--- src/rtl/qspi_line_arb.sv ---
// Line-level front end for the qspi controller: arbitrates I/D cache line transfers and packs/unpacks nibbles.
// Optional one-line posted write buffer enabled by defining QSPI_LINE_ARB_WBUF_EN.
module qspi_line_arb #(
   parameter int LINE_LENGTH = 4,
   parameter int PA          = 24
) (
   input  logic                                clk,
   input  logic                                reset_n,
   input  logic                                ic_req,
   input  logic [PA-$clog2(LINE_LENGTH)-1:0]   ic_addr,
   output logic                                ic_done,
   output logic [8*LINE_LENGTH-1:0]            ic_rdata,
   input  logic                                dc_req,
   input  logic                                dc_write,
   input  logic [PA-$clog2(LINE_LENGTH)-1:0]   dc_addr,
   input  logic [8*LINE_LENGTH-1:0]            dc_wdata,
   output logic                                dc_done,
   output logic [8*LINE_LENGTH-1:0]            dc_rdata,
   input  logic [1:0]                          rom_mode,
   input  logic [3:0]                          pad_in,
   output logic                                req,
   output logic                                i_d,
   output logic                                write,
   output logic [1:0]                          mem,
   output logic [PA-$clog2(LINE_LENGTH)-1:0]   paddr,
   input  logic                                rstrobe_d,
   input  logic                                wstrobe_i,
   input  logic                                wstrobe_d,
   output logic [3:0]                          dwrite
);

   localparam int LA = PA - $clog2(LINE_LENGTH);
   localparam int LB = 8 * LINE_LENGTH;
   localparam int NN = 2 * LINE_LENGTH;
   localparam int NW = $clog2(NN);
   localparam int OW = $clog2(LB);

   typedef enum logic [1:0] {IDLE, RD, WR} state_t;

   state_t          state_q, state_d;
   logic            preferI_q, preferI_d;
   logic [NW-1:0]   nidx_q, nidx_d;
   logic [LB-1:0]   lbuf_q, lbuf_d;
   logic            req_q, req_d;
   logic            iD_q, iD_d;
   logic            write_q, write_d;
   logic [1:0]      mem_q, mem_d;
   logic [LA-1:0]   paddr_q, paddr_d;
   logic            icDone_q, icDone_d;
   logic            dcDone_q, dcDone_d;
   logic [LB-1:0]   icRdata_q, icRdata_d;
   logic [LB-1:0]   dcRdata_q, dcRdata_d;
`ifdef QSPI_LINE_ARB_WBUF_EN
   logic            wbufFull_q, wbufFull_d;
   logic [LB-1:0]   wbuf_q, wbuf_d;
   logic [LA-1:0]   wbufAddr_q, wbufAddr_d;
`endif

   logic            icGo, dcGo, dcCand, strobe, lastNib;
   logic [OW-1:0]   nibOff;

   function automatic logic [1:0] decodeMem(input logic [1:0] mode, input logic isI, input logic msb);
      logic [1:0] m;
      case (mode)
         2'b00:   m = msb ? 2'd2 : 2'd0;
         2'b10:   m = msb ? 2'd1 : 2'd0;
         2'b11:   m = (isI && msb) ? 2'd1 : 2'd0;
         default: m = 2'd0;
      endcase
      return m;
   endfunction

   // A request is still high during its own done cycle; it is only a new request one cycle later.
   assign icGo    = ic_req & ~icDone_q;
   assign dcGo    = dc_req & ~dcDone_q;
`ifdef QSPI_LINE_ARB_WBUF_EN
   assign dcCand  = dcGo & ~dc_write;
`else
   assign dcCand  = dcGo;
`endif
   assign strobe  = iD_q ? wstrobe_i : wstrobe_d;
   assign lastNib = (nidx_q == NW'(NN - 1));
   assign nibOff  = {nidx_q[NW-1:1], ~nidx_q[0], 2'b00};

   always_comb begin
      state_d   = state_q;
      preferI_d = preferI_q;
      nidx_d    = nidx_q;
      lbuf_d    = lbuf_q;
      req_d     = req_q;
      iD_d      = iD_q;
      write_d   = write_q;
      mem_d     = mem_q;
      paddr_d   = paddr_q;
      icDone_d  = 1'b0;
      dcDone_d  = 1'b0;
      icRdata_d = icRdata_q;
      dcRdata_d = dcRdata_q;
`ifdef QSPI_LINE_ARB_WBUF_EN
      wbufFull_d = wbufFull_q;
      wbuf_d     = wbuf_q;
      wbufAddr_d = wbufAddr_q;
`endif
      unique case (state_q)
         IDLE: begin
`ifdef QSPI_LINE_ARB_WBUF_EN
            if (wbufFull_q) begin
               req_d   = 1'b1;
               iD_d    = 1'b0;
               write_d = 1'b1;
               mem_d   = decodeMem(rom_mode, 1'b0, wbufAddr_q[LA-1]);
               paddr_d = wbufAddr_q;
               lbuf_d  = wbuf_q;
               nidx_d  = '0;
               state_d = WR;
            end else
`endif
            // Ties go to whichever side did not win last; after reset D wins first.
            if (icGo && (!dcCand || preferI_q)) begin
               req_d     = 1'b1;
               iD_d      = 1'b1;
               write_d   = 1'b0;
               mem_d     = decodeMem(rom_mode, 1'b1, ic_addr[LA-1]);
               paddr_d   = ic_addr;
               nidx_d    = '0;
               preferI_d = 1'b0;
               state_d   = RD;
            end else if (dcCand) begin
               req_d     = 1'b1;
               iD_d      = 1'b0;
               write_d   = dc_write;
               mem_d     = decodeMem(rom_mode, 1'b0, dc_addr[LA-1]);
               paddr_d   = dc_addr;
               nidx_d    = '0;
               preferI_d = 1'b1;
               if (dc_write) begin
                  lbuf_d  = dc_wdata;
                  state_d = WR;
               end else begin
                  state_d = RD;
               end
            end
         end
         RD: begin
            if (strobe) begin
               lbuf_d[nibOff +: 4] = pad_in;
               nidx_d              = nidx_q + 1'b1;
               if (lastNib) begin
                  req_d   = 1'b0;
                  state_d = IDLE;
                  if (iD_q) begin
                     icDone_d  = 1'b1;
                     icRdata_d = lbuf_d;
                  end else begin
                     dcDone_d  = 1'b1;
                     dcRdata_d = lbuf_d;
                  end
               end
            end
         end
         WR: begin
            if (rstrobe_d) begin
               nidx_d = nidx_q + 1'b1;
               if (lastNib) begin
                  req_d   = 1'b0;
                  state_d = IDLE;
`ifdef QSPI_LINE_ARB_WBUF_EN
                  wbufFull_d = 1'b0;
`else
                  dcDone_d   = 1'b1;
`endif
               end
            end
         end
         default: state_d = IDLE;
      endcase
`ifdef QSPI_LINE_ARB_WBUF_EN
      // Posted writeback: acknowledged as soon as it lands in the empty buffer, whatever the FSM is doing.
      if (!wbufFull_q && dcGo && dc_write) begin
         wbufFull_d = 1'b1;
         wbuf_d     = dc_wdata;
         wbufAddr_d = dc_addr;
         dcDone_d   = 1'b1;
      end
`endif
   end

   always_ff @(posedge clk or negedge reset_n) begin
      if (!reset_n) begin
         state_q    <= IDLE;
         preferI_q  <= 1'b0;
         nidx_q     <= '0;
         lbuf_q     <= '0;
         req_q      <= 1'b0;
         iD_q       <= 1'b0;
         write_q    <= 1'b0;
         mem_q      <= 2'd0;
         paddr_q    <= '0;
         icDone_q   <= 1'b0;
         dcDone_q   <= 1'b0;
         icRdata_q  <= '0;
         dcRdata_q  <= '0;
`ifdef QSPI_LINE_ARB_WBUF_EN
         wbufFull_q <= 1'b0;
         wbuf_q     <= '0;
         wbufAddr_q <= '0;
`endif
      end else begin
         state_q    <= state_d;
         preferI_q  <= preferI_d;
         nidx_q     <= nidx_d;
         lbuf_q     <= lbuf_d;
         req_q      <= req_d;
         iD_q       <= iD_d;
         write_q    <= write_d;
         mem_q      <= mem_d;
         paddr_q    <= paddr_d;
         icDone_q   <= icDone_d;
         dcDone_q   <= dcDone_d;
         icRdata_q  <= icRdata_d;
         dcRdata_q  <= dcRdata_d;
`ifdef QSPI_LINE_ARB_WBUF_EN
         wbufFull_q <= wbufFull_d;
         wbuf_q     <= wbuf_d;
         wbufAddr_q <= wbufAddr_d;
`endif
      end
   end

   assign req      = req_q;
   assign i_d      = iD_q;
   assign write    = write_q;
   assign mem      = mem_q;
   assign paddr    = paddr_q;
   assign ic_done  = icDone_q;
   assign dc_done  = dcDone_q;
   assign ic_rdata = icRdata_q;
   assign dc_rdata = dcRdata_q;
   assign dwrite   = lbuf_q[nibOff +: 4];

endmodule

--- config.mk ---
export PLATFORM = sky130hd
export DESIGN_NAME = qspi_line_arb
export DESIGN_NICKNAME = d
export VERILOG_FILES = /design/src/rtl/qspi_line_arb.sv
export SDC_FILE = /design/constraint.sdc
export NUM_CORES = 1
export LEC_CHECK = 0
export BUFFER_PORTS_ARGS = -buffer_cell sky130_fd_sc_hd__buf_2
export CORE_MARGIN = 5
export CORE_UTILIZATION = 36
export CTS_BUF_LIST = sky130_fd_sc_hd__clkbuf_2 sky130_fd_sc_hd__clkbuf_4 sky130_fd_sc_hd__clkbuf_8
export CTS_CLUSTER_SIZE = 24
export DETAILED_ROUTE_END_ITERATION = 7
export PLACE_DENSITY = 0.65
export REMOVE_ABC_BUFFERS = 1
export SYNTH_ARGS = -nofsm -noshare
export SYNTH_HDL_FRONTEND = slang
export SYNTH_SLANG_ARGS = --single-unit
--- constraint.sdc ---
create_clock -name clk -period 2.6 [get_ports clk]
set_input_delay 0.39 -clock clk [delete_from_list [all_inputs] [get_ports clk]]
set_output_delay 0.39 -clock clk [all_outputs]
set_load 0.01 [all_outputs]
==> summary.md, run 1 <==
| Metric | Value |
|---|---|
| Port-buffer cells | 186 |
| Leading cell types in the layout, fill and taps excluded | buf_2, dfrtp_1, nand2_1, o21ai_0, inv_1 |
| Max Clock Freq | 412 MHz |
| Share of power burned in the clock network | 23.7% |
| Switching power | 3.45 mW |
| Status | complete, no violations |
| FF+latch count, synth | 131 |
| Clock tree root driver cell | clkbuf_8 |
| Worst ir drop on vdd | 479 µV |
| Headroom to the max-slew limit | 50.7% |
| DR vias/cell | 5.34 |
| Antenna violations before repair | 1 |
| Total number of H-tree levels | 4 |
| Share of the clock period used by the worst path | 93.3% |
| Data arrival time at the worst-slack endpoint | 2.76 ns |
| Drt first pass iters | 5 |
| Number of antenna cells inserted | 0 |
| Net total in the final layout | 915 |
| Sequential share of power | 33.6% |
| Hold Fails Final Rpt | 0 |
| Number of distinct standard cells referenced by the synthesized netlist | 71 |
| Final ANT Viol Nets | 0 |
| CP Class | reg -> reg |
| Dominant register cell in the synthesized netlist | dfrtp_1 |
| Number of buffers created by CTS | 17 |
| Remaining Overflow, GRT | 0 |
| Power per standard cell area | 1080 nW/µm² |
| Total number of vias | 5644 |
| Number of core rows | 49 |
| Switching power as a share of total power | 38.8% |
| Commonest non-fill, non-tap cell in the layout | buf_2 |
| Total die area | 20800 µm² |
| DRT Wirelength | 19700 µm |
| Number of slew-limit violations in the final report | 0 |
| Vias in the first global route | 5717 |
| Crit path required time | 2.94 ns |
| Layout overhead on the synthesized area | 27.2% |
| Async SR Flop Fraction | 100% |
| Type of the tightest min-delay check | in -> reg |
| Number of top-level pins | 187 |
| Sort of element at the end of the critical path | register |
| Cell Area, Synth | 6470 µm² |
| Hpwl dp | 14700 µm |
| Maximum number of pins on one net before global-route repair | 66 |
| WL per Instance | 18.6 µm |
| DRC violations left | 0 |
| Worst-path fanout max | 16 |
| Worst Skew | 0.0101 ns |
| Final worst setup slack | 0.174 ns |
| Count of yosys warnings during synthesis | 0 |
| Fill cell instance count of the final layout | 1744 |
| Global-route wire length before repair | 31200 µm |
| Gate count after technology mapping | 625 |
| Count of endpoints failing setup in the final report | 0 |
| Worst-path clk slew | 0.08 ns |
| Placeable Area | 17800 µm² |
| Average size of a mapped cell | 10.4 µm² |
| Max-cap violation count | 0 |
| Standby leakage power | 4.05 nW |
| Area contributors post-synth | dfrtp_1, o21ai_0, nand2_1 |
| P_int | 5.45 mW |
| Final estimated routing congestion in global placement | 0.949 |
| Type of element launching the critical path | register |
| Area occupied by registers | 3280 µm² |
| Total number of clock tree sinks | 131 |
| Post-synth top area cell | dfrtp_1 |
| Initial cell density of the core | 36.3% |
| GR Util All Layers | 19.5% |
| Die boundary width | 144 µm |
| Worst-Skew Late Latency | 0.45 ns |
| Placed cell areas | 7730 µm² |
| TritonCTS clock tree | yes |
| Clock Path Buffers | 2 |
| Transition time at the pin with the least slew margin | 0.740 ns |
| Height of the die | 144 µm |
| Worst setup slack before clock tree synthesis | 0.0586 ns |
| Multi-input gate area in the final layout | 2890 µm² |
| Sequential share of the synthesized area | 50.6% |
| Power share of the combinational group | 42.7% |
| Final design area excluding fillers | 8240 µm² |
| Post-synth EDFFs | 0 |
| Layout cell share with drive strength beyond 1 | 34.2% |
| Count of routing violations after the opening detailed-route iteration | 411 |
| Final period demand of the worst path | 2.43 ns |
| Post-synth top area share | 50.6% |
-- logic make-up (layout without fill, tap and decap cells) --
logic type,after synthesis,in the layout,synth area share [%]
DFF,131,131,50.6
adders and majority gates,11,11,2.13
and+or+nand+nor,179,179,14.8
AOI/OAI and AO/OA,197,197,21.5
buffers and inverters,79,281,4.93
muxes,28,28,6.03
-- final cells by class --
class	instances	share of cell area (%)
multi-input combinational	415	35.1
timing repair buffer	211	14.0
clock inverter	15	3.05
inverter	38	1.73
clock buffer	17	2.84
tap	229	3.48
sequential	131	39.8
-- metrics by stage --
stage | power [mW] | TNS (ns) | hold WS [ns] | std cells | util, %
4_1_cts | 8.94 | 0 | 0.0994 | 1056 | 46.1
5_1_grt | 9.51 | -0.0323 | 0.108 | 1056 | 46.2
2_1_floorplan | 5.36 | -57.24 | 0.0944 | 584 | -
6_report | 8.90 | 0 | 0.143 | 1056 | 46.2
3_5_place_dp | 6.79 | 0 | 0.412 | 1023 | 43.3
3_3_place_gp | 6.75 | 0 | 0.409 | 1023 | 43.3
-- sequential cells by signal, summed over array words and instances (netlist names), 2 cells and up --
| signal | cells |
|---|---|
| state_q | 2 |
| mem | 2 |
| paddr | 22 |
| nidx_q | 3 |
| ic_rdata | 32 |
| lbuf_q | 32 |
| dc_rdata | 32 |
-- worst paths after layout --
| kind | from | end | slack [ns] | depth (start not counted) |
|---|---|---|---|---|
| worst max-delay path | nidx_q[0] | lbuf_q[0] | 0.17 | 8 |
| worst min-delay path | dc_addr[17] | paddr[17] | 0.14 | 3 |
| worst max register to register | nidx_q[0] | lbuf_q[0] | 0.17 | 8 |
| worst min register to register | ic_rdata[29] | ic_rdata[29] | 0.48 | 2 |
| max in group asynchronous | reset_n | ic_rdata[13] | 1.40 | 3 |
| min in group asynchronous | reset_n | nidx_q[2] | 0.47 | 2 |
-- power by group through the flow --
| stage | clock (mW) | sequential [mW] | combinational, mW |
|---|---|---|---|
| after floorplan | 0 | 3.03 | 2.33 |
| after global placement | 0 | 3.02 | 3.72 |
| after detailed placement | 0 | 3.01 | 3.78 |
| after CTS | 2.17 | 2.99 | 3.78 |
| after global routing | 2.26 | 3.05 | 4.19 |
| final | 2.11 | 2.99 | 3.80 |
-- worst max-delay path: stages (launching register included) --
cell and delay (ns):
dfrtp_1 0.37, buf_6 0.21, inv_1 0.12, ha_2 0.43, nand2_1 0.16, nor4bb_2 0.36, buf_4 0.23, nand4b_1 0.16
o221a_2 0.28
-- layer usage --
metal	part of all wire [%]	track usage [%]	wire [µm]
met1	43	26.1	8430
met5	0.056	0	11
met4	1.9	5.50	377
met3	9.2	5.99	1810
met2	46	30.7	9050
-- repair_timing --
action | CTS | global route
endpoints found under the hold margin | 35 | 0
buffers inserted | 0 | 0
hold buffers | 1 | 0
endpoints found under the setup margin | 0 | 22
gates resized for setup | 0 | 4
-- cells in the mapped netlist (all sizes together) (3+ instances only) --
library cell  count
a21oi             4
a222oi           21
buf              13
o211a             3
clkbuf           28
nand2b            9
mux2i            12
a221o             7
or3               3
a22o              3
nor2b             9
nand3             7
nand4b           10
inv              38
a31oi            14
mux2              8
a22oi            18
dfrtp           131
o2bb2ai          10
a32oi             3
nor4              4
o221a             3
nor2             18
mux4              8
nand3b            3
a21o              3
nand2            89
a211oi            3
and2              8
nor3              7
ha               11
nor4b             3
a211o             4
o21ai            80
No activity file was read; power rests on OpenSTA's default activity.
==> run 2: changes to the inputs <==
--- a/config.mk
+++ b/config.mk
@@ -6,6 +6,7 @@
 export NUM_CORES = 1
 export LEC_CHECK = 0
 export BUFFER_PORTS_ARGS = -buffer_cell sky130_fd_sc_hd__buf_2
+export CORE_ASPECT_RATIO = 1.2
 export CORE_MARGIN = 5
 export CORE_UTILIZATION = 36
 export CTS_BUF_LIST = sky130_fd_sc_hd__clkbuf_2 sky130_fd_sc_hd__clkbuf_4 sky130_fd_sc_hd__clkbuf_8
==> summary.md, run 2 (same netlist as run 1, synthesis figures left out) <==
| Metric | Value |
|---|---|
| Max-cap violation count | 0 (unchanged) |
| DR vias/cell | 5.46 (+2.2%) |
| Worst path max stage delay | 0.49 ns (+0.06 ns) |
| Remaining Overflow, GRT | 0 (unchanged) |
| Share of the clock period used by the worst path | 93.8% (+0.48 points) |
| Worst Skew | 0.00938 ns (-0.000689 ns) |
| Final design area excluding fillers | 8170 µm² (-0.77%) |
| PostCTS Resize Cnt | 0 (unchanged) |
| Placed cell areas | 7700 µm² (-0.40%) |
| Transition time at the pin with the least slew margin | 1.11 ns (+0.371 ns) |
| Crit path required time | 2.93 ns (about the same) |
| Initial cell density of the core | 36.7% (+0.41 points) |
| Worst path slowest cell | or3_1 |
| Family with the most delay on the worst path | simple AND/OR/NAND/NOR gates |
| DRC violations left | 0 (unchanged) |
| Layout cell share with drive strength beyond 1 | 33.6% (-0.60 points) |
| Drt first pass iters | 5 (unchanged) |
| CP Class | reg -> reg |
| Unrepaired setup endpoints after global routing | false |
| Total number of vias | 5704 (+1.1%) |
| Vias in the first global route | 5849 (+2.3%) |
| Total number of clock tree sinks | 131 (unchanged) |
| Number of top-level pins | 187 (unchanged) |
| Type of element launching the critical path | register |
| Fill cell instance count of the final layout | 1724 (-1.1%) |
| Cell-by-cell listing of the critical path | ha_1 -> ha_1 -> nand2b_1 -> or3_1 -> nor4_1 -> a211oi_1 |
| TritonCTS clock tree | yes |
| Total die area | 20800 µm² (about the same) |
| Post-CTS Repair Setup Buffers | 0 (unchanged) |
| WL per Instance | 19.5 µm (+4.6%) |
| Leading cell types in the layout, fill and taps excluded | buf_2, dfrtp_1, nand2_1, o21ai_0, inv_1 |
| Die boundary width | 132 µm (-8.1%) |
| Type of the tightest min-delay check | in -> reg |
| Data arrival time at the worst-slack endpoint | 2.77 ns (about the same) |
| Post-layout instance count excluding filler cells | 1044 (-1.1%) |
| Headroom to the max-slew limit | 25.9% (-25 points) |
| Height of the die | 157 µm (+8.9%) |
| Commonest non-fill, non-tap cell in the layout | buf_2 |
| Worst-path clk slew | 0.08 ns (about the same) |
| Final period demand of the worst path | 2.44 ns (+0.0126 ns) |
| Number of slew-limit violations in the final report | 0 (unchanged) |
| Clock tree root driver cell | clkbuf_8 |
| Number of core rows | 53 (+8.2%) |
| DRT Wirelength | 20300 µm (+3.4%) |
| Worst-Skew Late Latency | 0.46 ns (about the same) |
| Worst-path fanout max | 8 (-8) |
| Port-buffer cells | 186 (unchanged) |
| Count of routing violations after the opening detailed-route iteration | 319 (-22%) |
| Maximum number of pins on one net before global-route repair | 62 (-6.1%) |
| Max Clock Freq | 410 MHz (-0.52%) |
| Standby leakage power | 4.03 nW (-0.48%) |
| Final estimated routing congestion in global placement | 0.991 (+4.4%) |
| Total Negative Setup Slacks | 0 ns (unchanged) |
| Net total in the final layout | 914 (-0.11%) |
| Total instance count after detailed placement | 1013 (-0.98%) |
| Worst ir drop on vdd | 470 µV (-1.8%) |
| Multi-input gate area in the final layout | 2880 µm² (-0.39%) |
| GR Util All Layers | 19.6% (+0.096 points) |
| Crit path buf inv count | 0 (-3) |
| Post-CTS Hold Buffers | 1 (unchanged) |
| Cell with the most instances on the worst path | ha_1 |
| Placeable Area | 17600 µm² (-1.1%) |
| Sort of element at the end of the critical path | register |
| Area occupied by registers | 3280 µm² (unchanged) |
| Final ANT Viol Nets | 0 (unchanged) |
| Layout overhead on the synthesized area | 26.2% |
| Count of endpoints failing setup in the final report | 0 (unchanged) |
| Power per standard cell area | 1090 nW/µm² (+0.70%) |
| Hpwl dp | 15400 µm (+5.1%) |
| Clock Path Buffers | 2 (unchanged) |
| Status | complete, no violations |
| Final standard cell utilization of the core | 46.3% (+0.17 points) |
| Number of antenna cells inserted | 0 (unchanged) |
| Global-route wire length before repair | 31900 µm (+2.2%) |
| Antenna violations before repair | 1 (unchanged) |
| Number of buffers created by CTS | 17 (unchanged) |
| Hold Fails Final Rpt | 0 (unchanged) |
| Total number of H-tree levels | 4 (unchanged) |
==> run 2: changes by cell type in the layout (fill, tap and decap cells not counted) <==
cell	change
buf_6	-1
ha_1	+2
nor4bb_1	+1
nor4bb_2	-1
ha_2	-2
inv_6	-2
buf_12	-1
buf_4	+1
==> run 2: worst min-delay path, cell delays in order <==
cell      delay [ns]
buf_2           0.08
a222oi_1        0.05
inv_1           0.05
==> run 2: metal layers <==
| layer | track usage, % | part of all wire (%) | vias up |
|---|---|---|---|
| met4 | 7.43 | 2.5 | 2 |
| met5 | 0 | 0.064 | - |
| li1 | - | - | 2685 |
| met2 | 33.1 | 49 | 241 |
| met3 | 5.82 | 7.3 | 36 |
| met1 | 23.7 | 41 | 2740 |
==> run 2: metrics by stage <==
stage	power (mW)	setup WS, ns	hold slack (ns)
2_1_floorplan	5.36	-0.872	0.0944
3_3_place_gp	6.79	0.277	0.349
3_5_place_dp	6.83	0.211	0.347
4_1_cts	8.93	0.200	0.105
5_1_grt	9.43	0.00128	0.108
6_report	8.90	0.162	0.132
==> run 2: worst paths after layout <==
kind	startpoint	end	slack [ns]	cells after the start
min	dc_addr[19]	paddr[19]	0.13	3
max reg2reg	nidx_q[0]	lbuf_q[17]	0.16	6
min in group asynchronous	reset_n	paddr[20]	0.40	2
max in group asynchronous	reset_n	dc_rdata[5]	1.44	3
min reg2reg	dc_rdata[26]	dc_rdata[26]	0.47	2
max	nidx_q[0]	lbuf_q[17]	0.16	6
==> run 2: report_power, final <==
| part | switching, mW | total (mW) | internal [mW] |
|---|---|---|---|
| registers | 0.468 | 3.02 | 2.55 |
| logic | 2.19 | 3.81 | 1.63 |
| clock network | 0.833 | 2.06 | 1.23 |
| total | 3.49 | 8.90 | 5.41 |
==> run 2: final cells by class <==
cell class              instances  area share (%)
flip-flops and latches        131            40.1
clock inverters                13            2.86
inverters                      38            1.74
repair buffers                210            13.8
clock buffers                  17            2.86
multi-input cells             415            35.3
well taps                     220            3.37
==> run 3: changes to the inputs <==
--- a/config.mk
+++ b/config.mk
@@ -5,6 +5,8 @@
 export SDC_FILE = /design/constraint.sdc
 export NUM_CORES = 1
 export LEC_CHECK = 0
+export ABC_AREA = 1
+export ABC_CLOCK_PERIOD_IN_PS = 2600
 export BUFFER_PORTS_ARGS = -buffer_cell sky130_fd_sc_hd__buf_2
 export CORE_ASPECT_RATIO = 1.2
 export CORE_MARGIN = 5
@@ -14,6 +16,7 @@
 export DETAILED_ROUTE_END_ITERATION = 7
 export PLACE_DENSITY = 0.65
 export REMOVE_ABC_BUFFERS = 1
+export SLEW_MARGIN = 20
 export SYNTH_ARGS = -nofsm -noshare
 export SYNTH_HDL_FRONTEND = slang
 export SYNTH_SLANG_ARGS = --single-unit
==> summary.md, run 3 <==
| Metric | Value |
|---|---|
| PostCTS Resize Cnt | 0 (unchanged) |
| Family with the most delay on the worst path | compound AO/OA/AOI/OAI gates |
| Cell-by-cell listing of the critical path | buf_4 -> o21ai_0 -> nand2_1 -> o21a_1 -> buf_2 |
| Crit path required time | 2.21 ns (-0.72 ns) |
| Total die area | 21800 µm² (+5.1%) |
| Antenna violations before repair | 4 (+3) |
| Final design area excluding fillers | 8390 µm² (+2.6%) |
| Remaining Overflow, GRT | 0 (unchanged) |
| Worst setup slack before clock tree synthesis | 0.354 ns (+0.143 ns) |
| Clock Path Buffers | 2 (unchanged) |
| Final ANT Viol Nets | 0 (unchanged) |
| Final Hold Slack | 0.161 ns (+0.0282 ns) |
| Fraction of the mapped netlist area in compound gates | 8.57% (-13 points) |
| Placeable Area | 18800 µm² (+6.5%) |
| Fraction of synthesized cell area in xor and xnor cells | 0% (unchanged) |
| Standby leakage power | 4.68 nW (+16%) |
| Die boundary width | 136 µm (+2.5%) |
| Hold Crit Start | dc_addr[14] |
| DR vias/cell | 4.75 (-13%) |
| Hpwl dp | 14900 µm (-3.3%) |
| Status | complete, no violations |
| Port-buffer cells | 186 (unchanged) |
| Headroom to the max-slew limit | 36.1% (+10 points) |
| Maximum number of pins on one net before global-route repair | 65 (+4.8%) |
| Total number of clock tree sinks | 131 (unchanged) |
| Final worst setup slack | 0.277 ns (+0.115 ns) |
| Area fraction in and, or, nand and nor cells after synthesis | 33.5% (+19 points) |
| Dominant register cell in the synthesized netlist | dfrtp_1 |
| DRT Wirelength | 20000 µm (-1.7%) |
| Total number of H-tree levels | 4 (unchanged) |
| Number of core rows | 55 (+3.8%) |
| Type of the tightest min-delay check | in -> reg |
| Combinational family with the most area after synthesis | simple AND/OR/NAND/NOR gates |
| Share of cell area taken by muxes after synthesis | 0% (-6.0 points) |
| Type of element launching the critical path | register |
| GR Util All Layers | 18.5% (-1.1 points) |
| Final estimated routing congestion in global placement | 0.831 (-16%) |
| Clock tree root driver cell | clkbuf_8 |
| Transition time at the pin with the least slew margin | 0.958 ns (-0.153 ns) |
| Worst-path clk slew | 0.08 ns (about the same) |
| Most common cell in the netlist | nand2_1 |
| Setup crit start | nidx_q[0] |
| Sort of element at the end of the critical path | output pin |
| Crit path buf inv count | 2 (+2) |
| Hold Fails Final Rpt | 0 (unchanged) |
| Number of top-level pins | 187 (unchanged) |
| Layout overhead on the synthesized area | 22.8% |
| Vias in the first global route | 6217 (+6.3%) |
| Power, Total | 9.37 mW (+5.4%) |
| Layout cell share with drive strength beyond 1 | 23.9% (-9.8 points) |
| Initial cell density of the core | 36.4% (-0.34 points) |
| Average size of a mapped cell | 7.46 µm² (-28%) |
| Final period demand of the worst path | 2.32 ns (-0.115 ns) |
| Worst path max stage delay | 0.46 ns (-0.03 ns) |
| Net total in the final layout | 1191 (+30%) |
| WL per Instance | 14.7 µm (-24%) |
| Count of yosys warnings during synthesis | 0 (unchanged) |
| Commonest non-fill, non-tap cell in the layout | nand2_1 |
| Max-cap violation count | 0 (unchanged) |
| Count of endpoints failing setup in the final report | 0 (unchanged) |
| Sequential share of the synthesized area | 48.0% (-2.7 points) |
| Post-layout instance count excluding filler cells | 1358 (+30%) |
| Post-CTS Repair Setup Buffers | 0 (unchanged) |
| Area contributors post-synth | dfrtp_1, nand2_1, nand3_1 |
| Post-synth EDFFs | 0 (unchanged) |
| Count of routing violations after the opening detailed-route iteration | 355 (+11%) |
| Data arrival time at the worst-slack endpoint | 1.93 ns (-0.84 ns) |
| Async SR Flop Fraction | 100% (unchanged) |
| Gate count after technology mapping | 916 (+47%) |
| Worst path slowest cell | dfrtp_1 |
| Final standard cell utilization of the core | 44.7% (-1.7 points) |
| Drt first pass iters | 4 (-1) |
| Number of buffers created by CTS | 17 (unchanged) |
| Number of distinct standard cells referenced by the synthesized netlist | 29 (-59%) |
| CP Class | reg -> out |
| Share of the clock period used by the worst path | 89.3% (-4.4 points) |
| Worst-path fanout max | 23 (+15) |
| TritonCTS clock tree | yes |
| Height of the die | 161 µm (+2.6%) |
| Power per standard cell area | 1120 nW/µm² (+2.7%) |
| Placed cell areas | 7940 µm² (+3.2%) |
| Worst-Skew Late Latency | 0.46 ns (about the same) |
| Worst ir drop on vdd | 530 µV (+13%) |
| Global-route wire length before repair | 32000 µm (+0.32%) |
| Post-synth top area share | 48.0% (-2.7 points) |
| Number of antenna cells inserted | 0 (unchanged) |
| Number of slew-limit violations in the final report | 0 (unchanged) |
| Top cells by count, synth | nand2_1, nand3_1, dfrtp_1 |
| Cell Area, Synth | 6830 µm² (+5.5%) |
| Total number of vias | 6450 (+13%) |
| Launch instance of the worst register-to-register path | nidx_q[0] |
| Unrepaired setup endpoints after global routing | false |
| Max Clock Freq | 431 MHz (+5.0%) |
| DRC violations left | 0 (unchanged) |
| Worst Skew | 0.00936 ns (-0.0000260 ns) |
| Total Negative Setup Slacks | 0 ns (unchanged) |
| Leading cell types in the layout, fill and taps excluded | nand2_1, buf_2, nand3_1, dfrtp_1, inv_1 |
| FF+latch count, synth | 131 (unchanged) |
| Total instance count after detailed placement | 1326 (+31%) |
| Post-synthesis share of cell area spent on full adders, half adders and majority gates | 2.01% (-0.11 points) |
| Post-synth top area cell | dfrtp_1 |
[run 3: cell types whose count changed after synthesis, sizes merged, moves of 18 or more]
cell    delta
a222oi    -21
buf       +24
clkbuf    -19
nand3    +134
a22oi     -18
inv       +36
nand2    +288
[run 3: worst register-to-register path, cell delays in order, from the launching register on]
cell and delay (ns):
dfrtp_1 0.46, ha_1 0.27, ha_1 0.23, nand2_2 0.12
nor2_2 0.06, inv_2 0.65, o21ai_0 0.26
[run 3: metal layers]
| metal | wire (µm) | part of all wire (%) | vias up | global-route usage (%) |
|---|---|---|---|---|
| met5 | 48 | 0.24 | - | 0 |
| met2 | 9370 | 47 | 191 | 29.8 |
| met4 | 478 | 2.4 | 8 | 6.69 |
| met3 | 1370 | 6.8 | 36 | 5.11 |
| li1 | - | - | 3279 | - |
| met1 | 8740 | 44 | 2936 | 23.7 |
[run 3: path summary, 6_finish.rpt]
path,to,slack [ns],depth (start not counted)
max in group asynchronous,ic_rdata[6],1.44,3
setup / recovery,dwrite[0],0.28,5
hold / removal,paddr[14],0.16,3
hold reg to reg,lbuf_q[13],0.48,2
min in group asynchronous,preferI_q,0.43,2
setup reg to reg,dc_rdata[0],0.39,6
[run 3: layout make-up]
class                   instances  area, µm²
fillers                      1957      10400
well taps                     256        320
flip-flops and latches        131       3280
repair buffers                201       1060
inverters                      74        278
multi-input cells             665       3010
clock buffers                  21        283
clock inverters                10        155
[run 3: kinds of logic (layout without fill, tap and decap cells)]
kind of cell    after synthesis  count (layout)
buf+inv                     120             306
compound gates              112             112
simple gates                542             542
fa+ha+maj                    11              11
flops                       131             131
[run 3: where the power goes]
part	switching, mW	total, mW	internal [mW]	leakage, nW
combinational	3.09	4.58	1.49	2.72
sequential	0.319	2.87	2.55	1.73
clock	0.807	1.93	1.12	0.221
total	4.22	9.37	5.16	4.68
[run 3: repair_timing]
item,in CTS,in global routing
hold buffers,1,0
hold endpoints to repair,48,0
endpoints found under the setup margin,0,0
